## src/rtl/codec_dac_tx.sv

```systemverilog
// I2S transmitter toward the codec DAC, slaved to the codec's BCLK and DACLRCK.
// A one-deep L/R holding register with valid/ready feeds each frame; an empty register at frame start sends silence.
module codec_dac_tx #(
   parameter int LEADING_BITS  = 1,
   parameter int DATA_BITS     = 16,
   parameter int TRAILING_BITS = 15
) (
   input  logic                 clk,
   input  logic                 rst_n,
   input  logic                 codec_aud_bclk_i,
   input  logic                 codec_aud_daclrck_i,
   output logic                 codec_aud_dacdat_o,
   input  logic [DATA_BITS-1:0] tx_sample_L_i,
   input  logic [DATA_BITS-1:0] tx_sample_R_i,
   input  logic                 tx_valid_i,
   output logic                 tx_ready_o,
   output logic                 tx_frame_o,
   output logic                 tx_underrun_o
);
   localparam int SLOT = LEADING_BITS + DATA_BITS + TRAILING_BITS;
   localparam int CW   = $clog2(SLOT + 1);

   typedef enum logic {WAIT_SYNC = 1'b0, RUN = 1'b1} state_t;

   state_t               state_reg, state_next;
   logic [2:0]           bclk_sync_reg;
   logic [1:0]           lrck_sync_reg;
   logic                 lrck_prev_reg;
   logic [CW-1:0]        bit_cnt_reg, bit_cnt_next;
   logic [DATA_BITS-1:0] shift_reg, shift_next;
   logic [DATA_BITS-1:0] tx_r_reg, tx_r_next;
   logic [DATA_BITS-1:0] hold_l_reg, hold_r_reg;
   logic                 hold_full_reg, hold_full_next;
   logic                 dacdat_reg, dacdat_next;
   logic                 frame_reg, underrun_reg;

   logic                 bclk_fall, lrck_cur, lrck_fell, lrck_rose, accept;
   logic [DATA_BITS-1:0] word;
   logic [CW-1:0]        cnt_eff;

   // BCLK and LRCK share the same two-flop depth so they stay phase-aligned.
   assign bclk_fall = bclk_sync_reg[2] & ~bclk_sync_reg[1];
   assign lrck_cur  = lrck_sync_reg[1];
   assign lrck_fell = bclk_fall & lrck_prev_reg & ~lrck_cur;
   assign lrck_rose = bclk_fall & ~lrck_prev_reg & lrck_cur;
   assign accept    = tx_valid_i & ~hold_full_reg;

   assign codec_aud_dacdat_o = dacdat_reg;
   assign tx_ready_o         = ~hold_full_reg;
   assign tx_frame_o         = frame_reg;
   assign tx_underrun_o      = underrun_reg;

   always_ff @(posedge clk or negedge rst_n) begin
      if (!rst_n) begin
         state_reg     <= WAIT_SYNC;
         bclk_sync_reg <= '0;
         lrck_sync_reg <= '0;
         lrck_prev_reg <= 1'b0;
         bit_cnt_reg   <= '0;
         shift_reg     <= '0;
         tx_r_reg      <= '0;
         hold_l_reg    <= '0;
         hold_r_reg    <= '0;
         hold_full_reg <= 1'b0;
         dacdat_reg    <= 1'b0;
         frame_reg     <= 1'b0;
         underrun_reg  <= 1'b0;
      end else begin
         state_reg     <= state_next;
         bclk_sync_reg <= {bclk_sync_reg[1:0], codec_aud_bclk_i};
         lrck_sync_reg <= {lrck_sync_reg[0], codec_aud_daclrck_i};
         if (bclk_fall) begin
            lrck_prev_reg <= lrck_cur;
         end
         bit_cnt_reg   <= bit_cnt_next;
         shift_reg     <= shift_next;
         tx_r_reg      <= tx_r_next;
         hold_full_reg <= hold_full_next;
         dacdat_reg    <= dacdat_next;
         frame_reg     <= lrck_fell;
         underrun_reg  <= lrck_fell & ~hold_full_reg;
         if (accept) begin
            hold_l_reg <= tx_sample_L_i;
            hold_r_reg <= tx_sample_R_i;
         end
      end
   end

   always_comb begin
      state_next     = state_reg;
      bit_cnt_next   = bit_cnt_reg;
      shift_next     = shift_reg;
      tx_r_next      = tx_r_reg;
      hold_full_next = hold_full_reg;
      dacdat_next    = dacdat_reg;
      word           = shift_reg;
      cnt_eff        = bit_cnt_reg;

      // A pair arriving in the frame-start cycle is kept for the next frame, never bypassed.
      if (accept) begin
         hold_full_next = 1'b1;
      end else if (lrck_fell && hold_full_reg) begin
         hold_full_next = 1'b0;
      end

      if (lrck_fell) begin
         state_next = RUN;
         tx_r_next  = hold_full_reg ? hold_r_reg : '0;
      end

      if (bclk_fall && (state_reg == RUN || lrck_fell)) begin
         if (lrck_fell) begin
            word    = hold_full_reg ? hold_l_reg : '0;
            cnt_eff = '0;
         end else if (lrck_rose) begin
            word    = tx_r_reg;
            cnt_eff = '0;
         end else if (bit_cnt_reg < CW'(SLOT)) begin
            cnt_eff = bit_cnt_reg + 1'b1;
         end
         bit_cnt_next = cnt_eff;
         shift_next   = word;
         dacdat_next  = 1'b0;
         if (cnt_eff >= CW'(LEADING_BITS) && cnt_eff < CW'(LEADING_BITS + DATA_BITS)) begin
            dacdat_next = word[DATA_BITS-1];
            shift_next  = word << 1;
         end
      end
   end
endmodule
```

## config.mk

```make
export PLATFORM = sky130hd
export DESIGN_NAME = codec_dac_tx
export DESIGN_NICKNAME = d
export VERILOG_FILES = /design/src/rtl/codec_dac_tx.sv
export SDC_FILE = /design/constraint.sdc
export NUM_CORES = 1
export LEC_CHECK = 0
export BUFFER_PORTS_ARGS = -buffer_cell sky130_fd_sc_hd__buf_2
export CORE_UTILIZATION = 58
export DETAILED_ROUTE_END_ITERATION = 8
export PLACE_DENSITY_LB_ADDON = 0.05
export SYNTH_ARGS = -nofsm -noshare
export SYNTH_HDL_FRONTEND = slang
export SYNTH_SLANG_ARGS = --single-unit
```

## constraint.sdc

```tcl
create_clock -name clk -period 2.9 [get_ports clk]
set_clock_uncertainty 0.15 [all_clocks]
set_input_delay 0.58 -clock clk [delete_from_list [all_inputs] [get_ports clk]]
set_output_delay 0.58 -clock clk [all_outputs]
set_load 0.1 [all_outputs]
```

==> reports/qor.txt <==
die width: 81.1 um
root buf cell: clkbuf_8
WL per Instance: 16.2 um
number of global-route vias before repair: 2518
critical path, cell by cell: ha_1 -> xnor2_1 -> a31o_1 -> a211oi_2 -> a31oi_2 -> or2_1 -> buf_12 -> o211ai_1
number of buffers added for setup after CTS: 0
slowest stage delay, CP: 440 ps
Hold Fails Final Rpt: 0
Buf+Inv Stages, Crit Path: 1
Max Cap Violations: 0
CTS Sinks: 81
aggregate global routing overflow: 0
DR DRC count: 0
Fmax: 427 MHz
cts-stage hold buffer count: 0
GR peak layer: met2
Final Cycle Share: 80.7%
Pwr Density: 960 nW/um2
antenna cells: 0
Final Util: 68.4%
Total Power: 0.00393 W
async set or reset register ratio after synthesis: 100%
post-place setup slack: 578 ps
TritonRoute pass-1 iters: 4
crit path DAT: 2450 ps
syn avg cell area: 10.9 um2
Worst EP required: 3010 ps
area delta synth->final: 12.9%
routed wire length: 7210 um
global-route wire length before repair: 11700 um
vias: 2651
routing usage on met1: 33.7%
met3 Usage GRT: 4.38%
TritonCTS clock tree: done
Mapped Nets: 370
synth warn: 0
HPWL after detailed placement: 4910 um
Pleak: 1.84 nW
Core ar.: 5990 um2
Initial Utilization: 60.5%
Die Ht: 81.1 um
VDD IR max: 0.566 mV
synthesized area: 3630 um2
final setup fails: 0
register area share after synthesis: 55.9%
worst slew pin tran: 755 ps
share of cells above drive strength 1: 30.5%
count of final max-slew check failures: 0
worst-path maximum fanout: 15
synthesized instance count: 332
Distinct cells, synth: 41
die area: 6570 um2
final instance area: 4100 um2
Final nets: 405
Clock Tree Buf Depth: 2
DRT antenna net count: 0
CTS H-Tree Depth: 3
ys flop type: dfrtp_1
latest clock arrival within the worst-skew pair: 350 ps
RSZ-0062 raised after global routing: no
crit path kind: reg2reg
Via density: 5.94
DP Area: 3900 um2
Setup TNS: 0 ps
Worst Setup Start Kind: flop
worst setup slack after layout: 560 ps
CP delay by family, top: compound AO/OA/AOI/OAI gates
synthesized flop and latch total: 81
Total GRT Usage: 24.0%
status: complete, no violations
post-CTS resize count: 0
crit end category: flop
relative max-transition margin: 49.6%
I/O pin count: 41
largest net degree at the start of global routing: 45
Placer Congestion: 0.848
clock-pin slew on the worst setup and hold paths: 80 ps
initial antenna violation count: 0
minimum clock period: 2340 ps
Max stage delay cell, worst path: dfrtp_1
total CTS buffers: 9
Min-Delay Path Class: in2async
port bufs: 40
Post-synth EDFFs: 0
initial DRC count: 223
met2 Use GR: 36.0%
Placement Rows: 28
[stage by stage]
step                instances  hold WS [ps]
floorplan                 332           134
global placement          431           183
detailed placement        431           193
CTS                       446          51.5
global route              446          67.2
finish                    446          36.6
[layout make-up]
class,count,area (um2)
Clock buffer,12,155
Timing Repair Buffer,50,303
Sequential cell,81,2030
Multi-Input combinational cell,221,1460
Clock inverter,3,40.0
Fill cell,472,1900
Tap cell,75,93.8
Inverter,4,15.0
[cell families after synthesis]
| logic type | count (synthesis) | synth area share [%] |
|---|---|---|
| compound gates | 96 | 17.5 |
| xor+xnor | 4 | 0.966 |
| fa+ha+maj | 1 | 0.345 |
| buf+inv | 30 | 4.00 |
| flops | 81 | 55.9 |
| mux | 35 | 10.8 |
| simple gates | 85 | 10.5 |
[synth_stat cells (2+ instances only)]
| library cell | instances | share of area, % |
|---|---|---|
| a21oi_1 | 19 | 2.6 |
| buf_6 | 2 | 0.62 |
| clkbuf_1 | 21 | 2.2 |
| dfrtp_1 | 81 | 56 |
| inv_1 | 4 | 0.41 |
| mux2_2 | 34 | 11 |
| nand2_1 | 52 | 5.4 |
| nand2b_1 | 2 | 0.34 |
| nand4b_1 | 2 | 0.48 |
| nor2_1 | 6 | 0.62 |
| nor2b_1 | 4 | 0.69 |
| nor3_1 | 14 | 1.9 |
| o211ai_1 | 4 | 0.83 |
| o211ai_2 | 10 | 3.4 |
| o21a_1 | 2 | 0.41 |
| o21ai_0 | 35 | 4.8 |
| o22ai_1 | 14 | 2.4 |
| xnor2_1 | 2 | 0.48 |
| xor2_1 | 2 | 0.48 |
[cells in the final DEF, fill, tap and decap left out, types with 3 or more instances in the layout]
| cell type | instances |
|---|---|
| o211ai_1 | 4 |
| nor2_1 | 6 |
| buf_2 | 39 |
| dfrtp_1 | 81 |
| nand2_1 | 52 |
| o22ai_1 | 14 |
| buf_4 | 9 |
| o21ai_0 | 35 |
| inv_1 | 4 |
| clkbuf_8 | 11 |
| nor2b_1 | 3 |
| mux2_2 | 34 |
| nor3_1 | 14 |
| o211ai_2 | 10 |
| a21oi_1 | 19 |
[metal layers]
layer	share of wire, %	vias to the layer above
li1	-	1247
met1	47	1301
met2	46	86
met3	4.7	17
met4	2.8	0
met5	0	-
[path summary, 6_finish.rpt]
path	from	end	slack, ps	cells past startpoint
max	bit_cnt_reg[0]	shift_reg[1]	560	8
min	rst_n	bit_cnt_reg[2]	40	1
max in group asynchronous	rst_n	tx_underrun_o	1960	2
min in group clk	codec_aud_daclrck_i	lrck_sync_reg[0]	190	1
max reg2reg	bit_cnt_reg[0]	shift_reg[1]	560	8
min reg2reg	bclk_sync_reg[0]	bclk_sync_reg[1]	210	0
[power by group]
group | switching [W] | total, W | internal, W | leakage [nW]
Clock | 0.000388 | 0.000826 | 0.000438 | 0.102
Combinational | 0.000616 | 0.00116 | 0.000548 | 0.740
Sequential | 0.000343 | 0.00194 | 0.00160 | 1.00
Total | 0.00135 | 0.00393 | 0.00258 | 1.84
[worst reg2reg max path: stages, from the launching register on]
cell and delay (ps):
dfrtp_1 440, ha_1 270, xnor2_1 140, a31o_1 250
a211oi_2 240, a31oi_2 110, or2_1 290, buf_12 170
o211ai_1 190
(Power assumes the default switching activity.)
